`config.mk`:
```
export PLATFORM = sky130hd
export DESIGN_NAME = sync_fifo_ctrl
export DESIGN_NICKNAME = d
export VERILOG_FILES = /design/src/rtl/sync_fifo_ctrl.sv
export SDC_FILE = /design/constraint.sdc
export NUM_CORES = 1
export LEC_CHECK = 0
export ABC_AREA = 1
export BUFFER_PORTS_ARGS = -buffer_cell sky130_fd_sc_hd__buf_2
export CAP_MARGIN = 0
export CORE_MARGIN = 4
export CORE_UTILIZATION = 34
export CTS_BUF_LIST = sky130_fd_sc_hd__clkbuf_2
export CTS_CLUSTER_DIAMETER = 80
export DETAILED_ROUTE_END_ITERATION = 8
export RECOVER_POWER = 50
export SYNTH_ARGS = -nofsm -noshare
export SYNTH_HDL_FRONTEND = slang
export SYNTH_SLANG_ARGS = --single-unit
```
`constraint.sdc`:
```
create_clock -name clk -period 2.6 [get_ports clk]
set_input_delay 0.52 -clock clk [delete_from_list [all_inputs] [get_ports clk]]
set_output_delay 0.52 -clock clk [all_outputs]
set_load 0.005 [all_outputs]
```
`src/rtl/sync_fifo_ctrl.sv`:
```
// rtl/sync_fifo_ctrl.sv - synchronous single-clock FIFO controller with show-ahead output
//
// Purpose: DEPTH x WIDTH FIFO with registered occupancy count, decoded status
// flags and optional sticky overflow/underflow error flags.
//
// Optional feature macro: SYNC_FIFO_ERR_FLAG_EN
//   defined   -> overflow/underflow are sticky error registers cleared by err_clr
//   undefined -> overflow/underflow tied low, err_clr ignored
//
// Ports:
//   clk          - single clock, all state updates on rising edge
//   rst_n        - synchronous active-low reset
//   enable       - request qualifier when SLEEP_MODE=1, ignored otherwise
//   wr_en        - write request, one entry per cycle
//   data_in      - write data
//   rd_en        - read request, one entry per cycle
//   data_out     - oldest stored entry (show-ahead), zero when empty
//   full, empty, almost_full, almost_empty - status flags from registered count
//   count        - current occupancy
//   overflow     - sticky: write rejected while full
//   underflow    - sticky: read rejected while empty
//   err_clr      - clears the sticky error flags
module sync_fifo_ctrl #(
    parameter int DEPTH      = 16,
    parameter int WIDTH      = 8,
    parameter int AF_LEVEL   = DEPTH - 2,
    parameter int AE_LEVEL   = 2,
    parameter int SLEEP_MODE = 0
) (
    input  logic                       clk,
    input  logic                       rst_n,
    input  logic                       enable,
    input  logic                       wr_en,
    input  logic [WIDTH-1:0]           data_in,
    input  logic                       rd_en,
    output logic [WIDTH-1:0]           data_out,
    output logic                       full,
    output logic                       empty,
    output logic                       almost_full,
    output logic                       almost_empty,
    output logic [$clog2(DEPTH+1)-1:0] count,
    output logic                       overflow,
    output logic                       underflow,
    input  logic                       err_clr
);

    localparam int PW = (DEPTH > 1) ? $clog2(DEPTH) : 1;
    localparam int CW = $clog2(DEPTH + 1);

    logic [WIDTH-1:0] mem_q [0:DEPTH-1];

    logic [PW-1:0] wr_ptr_q, wr_ptr_d;
    logic [PW-1:0] rd_ptr_q, rd_ptr_d;
    logic [CW-1:0] count_q, count_d;

    logic req_ok;
    logic wr_req, rd_req;
    logic wr_acc, rd_acc;

    // In sleep mode a deasserted enable makes requests invisible, so they
    // neither move data nor count as rejected for the error flags.
    assign req_ok = (SLEEP_MODE != 0) ? enable : 1'b1;

    always_comb begin
        wr_req   = wr_en & req_ok;
        rd_req   = rd_en & req_ok;
        rd_acc   = rd_req & ~empty;
        // A full FIFO still takes a write when a read frees a slot this cycle.
        wr_acc   = wr_req & (~full | rd_acc);

        wr_ptr_d = wr_ptr_q;
        rd_ptr_d = rd_ptr_q;
        count_d  = count_q;

        // Explicit wrap: DEPTH need not be a power of two.
        if (wr_acc) begin
            wr_ptr_d = (wr_ptr_q == PW'(DEPTH - 1)) ? '0 : wr_ptr_q + 1'b1;
        end
        if (rd_acc) begin
            rd_ptr_d = (rd_ptr_q == PW'(DEPTH - 1)) ? '0 : rd_ptr_q + 1'b1;
        end

        case ({wr_acc, rd_acc})
            2'b10:   count_d = count_q + 1'b1;
            2'b01:   count_d = count_q - 1'b1;
            default: count_d = count_q;
        endcase
    end

    always_ff @(posedge clk) begin
        if (!rst_n) begin
            wr_ptr_q <= '0;
            rd_ptr_q <= '0;
            count_q  <= '0;
        end else begin
            wr_ptr_q <= wr_ptr_d;
            rd_ptr_q <= rd_ptr_d;
            count_q  <= count_d;
        end
    end

    // Storage is deliberately not reset; the pointers and count define
    // which entries are meaningful.
    always_ff @(posedge clk) begin
        if (rst_n && wr_acc) begin
            mem_q[wr_ptr_q] <= data_in;
        end
    end

    assign count        = count_q;
    assign full         = (count_q == CW'(DEPTH));
    assign empty        = (count_q == '0);
    assign almost_full  = (count_q >= CW'(AF_LEVEL));
    assign almost_empty = (count_q <= CW'(AE_LEVEL));
    assign data_out     = empty ? '0 : mem_q[rd_ptr_q];

`ifdef SYNC_FIFO_ERR_FLAG_EN
    logic overflow_q, overflow_d;
    logic underflow_q, underflow_d;

    // A new error event wins over a same-cycle clear so it is never lost.
    always_comb begin
        overflow_d  = overflow_q;
        underflow_d = underflow_q;
        if (err_clr) begin
            overflow_d  = 1'b0;
            underflow_d = 1'b0;
        end
        if (wr_req && !wr_acc) begin
            overflow_d = 1'b1;
        end
        if (rd_req && !rd_acc) begin
            underflow_d = 1'b1;
        end
    end

    always_ff @(posedge clk) begin
        if (!rst_n) begin
            overflow_q  <= 1'b0;
            underflow_q <= 1'b0;
        end else begin
            overflow_q  <= overflow_d;
            underflow_q <= underflow_d;
        end
    end

    assign overflow  = overflow_q;
    assign underflow = underflow_q;
`else
    logic unused_err_clr;
    assign unused_err_clr = err_clr;
    assign overflow       = 1'b0;
    assign underflow      = 1'b0;
`endif

endmodule

```
---- Word level (Yosys, flattened, before mapping) ----
Memories as Yosys holds them, arrays and structs flattened. A register that Yosys moved wholly into a read port is not among the register bits.
Index checks and enable logic that the tools add are counted.
storage, ports and cells
  register bits after elaboration ......... 13
  latch bits .............................. 0
  bits in writable memories ............... 128
  bits in read-only memories .............. 0
  input bits .............................. 14
  word-level logic and storage cells ...... 31
  memories kept ........................... 1
memory list
  memory  depth  width  read ports  clocked after Yosys merged registers in  write ports  line  text
  mem_q   16     8      1           1                                        1            50    logic [WIDTH-1:0] mem_q [0:DEPTH-1];
cells by class
  $add $sub $neg .......................... 4
  $mul .................................... 0
  divide/modulo/power cells ............... 0
  magnitude comparators ................... 2
  equality and inequality tests ........... 5
  shift-type cells ........................ 0
  mux-type cells .......................... 8
  bitwise operators ....................... 5
  reductions and logical operators ........ 3
operators with widths
  cell                   number
  $mux W4                4
  $pmux W5 S2            1
  $add A4 B1 Y4 const B  2
  $eq A4 B4 Y1 const B   2
  $mux W8                1
  $add A5 B1 Y5 const B  1
  $eq A5 B5 Y1 const B   1
  $ge A5 B4 Y1 const B   1
  $le A5 B2 Y1 const B   1
  $logic_not A5 Y1       1
  $sub A5 B1 Y5 const B  1
  $and A1 B1 Y1          2
  $eq A2 B1 Y1 const B   1
  $eq A2 B2 Y1 const B   1
  $mux W1                2
  $not A1 Y1             2
  $reduce_bool A2 Y1     1
  $logic_and A1 B1 Y1    1
  $or A1 B1 Y1           1

---- Depth between registers and ports, before layout ----
  depth in word-level cells ............... 8
  mapped depth ............................ 13
  depth with buffers taken out ............ 13

---- Worst setup path after synthesis ----
Ideal clock, no wire load.
  path type ............................... input -> register
  from .................................... in rd_en
  to ...................................... reg count_q[4] (netlist: count[4])
  arrival time ............................ 1.988 ns
  path slack .............................. 0.490 ns
  stages on the path ...................... 12
  cell sequence ........................... inv_1 -> nand4_1 -> nand2_1 -> ha_1 -> inv_1 -> fa_1 -> o21ai_0 -> nand2_1 -> nand2_1 -> nand2_1 -> nand2_1 -> a21oi_1
between the ends
  word-level cells in the longest chain between the ends .. 5
RTL lines
  element                                            line  text
  start, declared                                    35    input logic rd_en,
  $and A1 B1 Y1 *                                    67    rd_acc = rd_req & ~empty;
  $or A1 B1 Y1                                       69    wr_acc = wr_req & (~full | rd_acc);
  $and A1 B1 Y1                                      69
  $eq A2 B1 Y1 or $eq A2 B2 Y1 (tied branches)       83    case ({wr_acc, rd_acc})
  $pmux W5 S2 or $reduce_bool A2 Y1 (tied branches)  --
  end signal, assigned                               98    count_q <= count_d;
  end, declared                                      54    logic [CW-1:0] count_q, count_d;
Mark *: on every way between the ends. The rest lies on a longest branch, timed or not.
A chain may end at the register's enable or synchronous reset.

==> metrics.yaml <==
fin_cells: 871
port_buffers: 28
cts_buffer_depth: 2
fp.dieH_microns: 143
avgSynthCellArea_sq_um: 10.9
final_cell_mix: "nand2_1, edfxtp_1, nand3_1"
required_ps: 2080
clock_sinks: 145
area_growth_pct: 22.6
clk_latency_ps: 720
avgViaCountPerCell: 5.00
core_area_sq_mm: 0.0175
crit_arrival_ps: 2150
dp.cells: 820
grt_pass1_wl_microns: 22500
rsz0062_at_grt: "true"
placed_cell_area_sq_mm: 0.00661
skew_ps: 43.7
htreeDepth: 4
dr.pass1.iters: 5
fmax_mhz: 375
r2r_slack_ps: 160
rows: 48
setup_viol: 8
worst_pin_slew_ps: 941
synthXorXnorAreaFrac_pct: 0.426
muxShareOfSynthArea_pct: 0
gp_congestion: 0.832
die_area_sq_mm: 0.0203
slew_headroom_pct: 37.3
clkTransAtPathRegs_ps: 190
cts_tree: "done"
start_util_pct: 35.2
synth_largest_area_cell: "edfxtp_1"
groute.usage.overall_pct: 14.6
antenna_left: 0
drc: 0
synth_compound_area_share_pct: 2.64
drt-total-wl_microns: 15600
hold_violations: 0
grt_overflow: 0
synth_top_family_by_area: "simple AND/OR/NAND/NOR gates"
fin_nets: 658
p_leak_nw: 2.87
ys_types: 25
drtIter0Drc: 316
cap_viol_max_count: 0
grt_pass1_vias: 4059
synthCells: 568
fp.dieW_microns: 143
min_period_ps: 2670
grt_max_degree: 33
final_common_cell: "nand2_1"
io_pins: 33
status: "finished, violations left"
setup.worst_path.class: "register to output pin"
start_kind: "register"
period_share_pct: 103
final_area_sq_mm: 0.00756
synth_warnings: 0
cts_buffers: 17
vdd_drop_max_mv: 0.442
hp-class: "input port to register"
seq_area_frac_synth_pct: 67.9
cp-end-kind: "output pin"
violations: "setup timing"
drive_gt1_share_pct: 25.4
cts-hold-fix-buffers: 0
dpl.hpwl_microns: 8970
holdWs_ps: 138
power.total_mw: 6.64
cp_max_fo: 7
synth_area_leaders: "edfxtp_1, nand2_1, nand3_1"
drv_slew: 0
diodes: 0
grt_antenna_before_repair: 0
yosys.area.top_type_share_pct: 62.4
worst_slack_ps: -69.9
synth.ff_latch_count: 145
yosys.area_share.adder_pct: 2.15
synth_area_sq_mm: 0.00616
cts_root_buf: "clkbuf_2"
vias: 4355
synth_simple_gate_area_share_pct: 22.0
p_per_area_mw_per_mm2: 878
wl_per_cell_microns: 18.0
## registers in the layout, indices dropped and copies added (netlist names), named ones only
| register | cells |
|---|---|
| count | 5 |
| mem_q | 128 |
| rd_ptr_q | 4 |
| wr_ptr_q | 4 |
## critical path: stages (launching register included)
cell and delay [ps]:
dfxtp_4 400, buf_12 160, inv_16 90, clkbuf_16 160, nand2_1 60, nand3_2 60, nand3_1 80, nand2_1 90
nand2_1 60, a21oi_2 170, buf_2 140
## routing by layer
metal	vias up	routed length (microns)	global-route usage, %
met5	-	0	0
met4	0	207	4.50
met3	19	955	3.55
met2	156	7540	23.3
met1	2097	6950	19.9
li1	2083	-	-
## Yosys cell counts
master and number:
nand2_1 190, edfxtp_1 128, nand3_1 105, inv_1 27, nor2_1 20, a21oi_1 18, dfxtp_1 17, o21ai_0 13
buf_2 10, ha_1 9, buf_4 7, buf_6 7, clkbuf_1 2, inv_2 2, nor3_1 2, xnor2_1 2
clkinv_1 1, conb_1 1, fa_1 1, nand4_1 1, nor2_2 1, nor2_4 1, o31ai_1 1, or2_2 1
xor2_1 1
## through the flow
| stage | worst slack [ps] | setup TNS [ps] | utilization, % |
|---|---|---|---|
| 4_1_cts | -111 | -767 | 40.5 |
| 5_1_grt | -238 | -1790 | 43.1 |
| 3_5_place_dp | 234 | 0 | 37.7 |
| 3_3_place_gp | 215 | 0 | 37.7 |
| 6_report | -69.9 | -312 | 43.1 |
| 2_1_floorplan | 490 | 0 | - |
## area by class of cell
type | instances | area, sq um
clock inverter | 13 | 178
inverter | 30 | 138
multi-input combinational | 368 | 1950
tap | 225 | 282
timing repair buffer | 71 | 719
timing repair inverter | 1 | 16.3
clock buffer | 18 | 90.1
sequential | 145 | 4190
fill | 1650 | 9980
## timing repair
| item | in CTS | in global routing |
|---|---|---|
| pin swaps | 4 | 33 |
| resized for setup | 27 | 66 |
| setup endpoints to repair | 8 | 9 |
| buffers inserted | 6 | 2 |
| gates cloned | 3 | 11 |
## cell families (layout without fill, tap and decap cells)
kind of cell / Yosys count / in the layout
AO/OA/AOI/OAI: 32 / 32
XOR/XNOR: 3 / 3
adder cells (fa/ha/maj): 10 / 10
buffers and inverters: 56 / 133
flip-flops: 145 / 145
other: 1 / 2
AND/OR/NAND/NOR: 321 / 321
## power by group
| group | internal, mW | leakage, nW | switching, mW |
|---|---|---|---|
| Combinational | 1.06 | 1.42 | 1.47 |
| Clock | 0.559 | 0.153 | 0.859 |
| Sequential | 2.62 | 1.29 | 0.0765 |
## worst paths after layout
kind	startpoint	to	depth (start not counted)
max	register	data_out[1]	10
min	rst_n	count[0]$_SDFFE_PN0P_	3
max reg2reg	count[2]$_SDFFE_PN0P_	count[3]$_SDFFE_PN0P_	11
min reg2reg	count[4]$_SDFFE_PN0P_	count[4]$_SDFFE_PN0P_	2
Note: power is estimated with default switching activity, not from simulation.
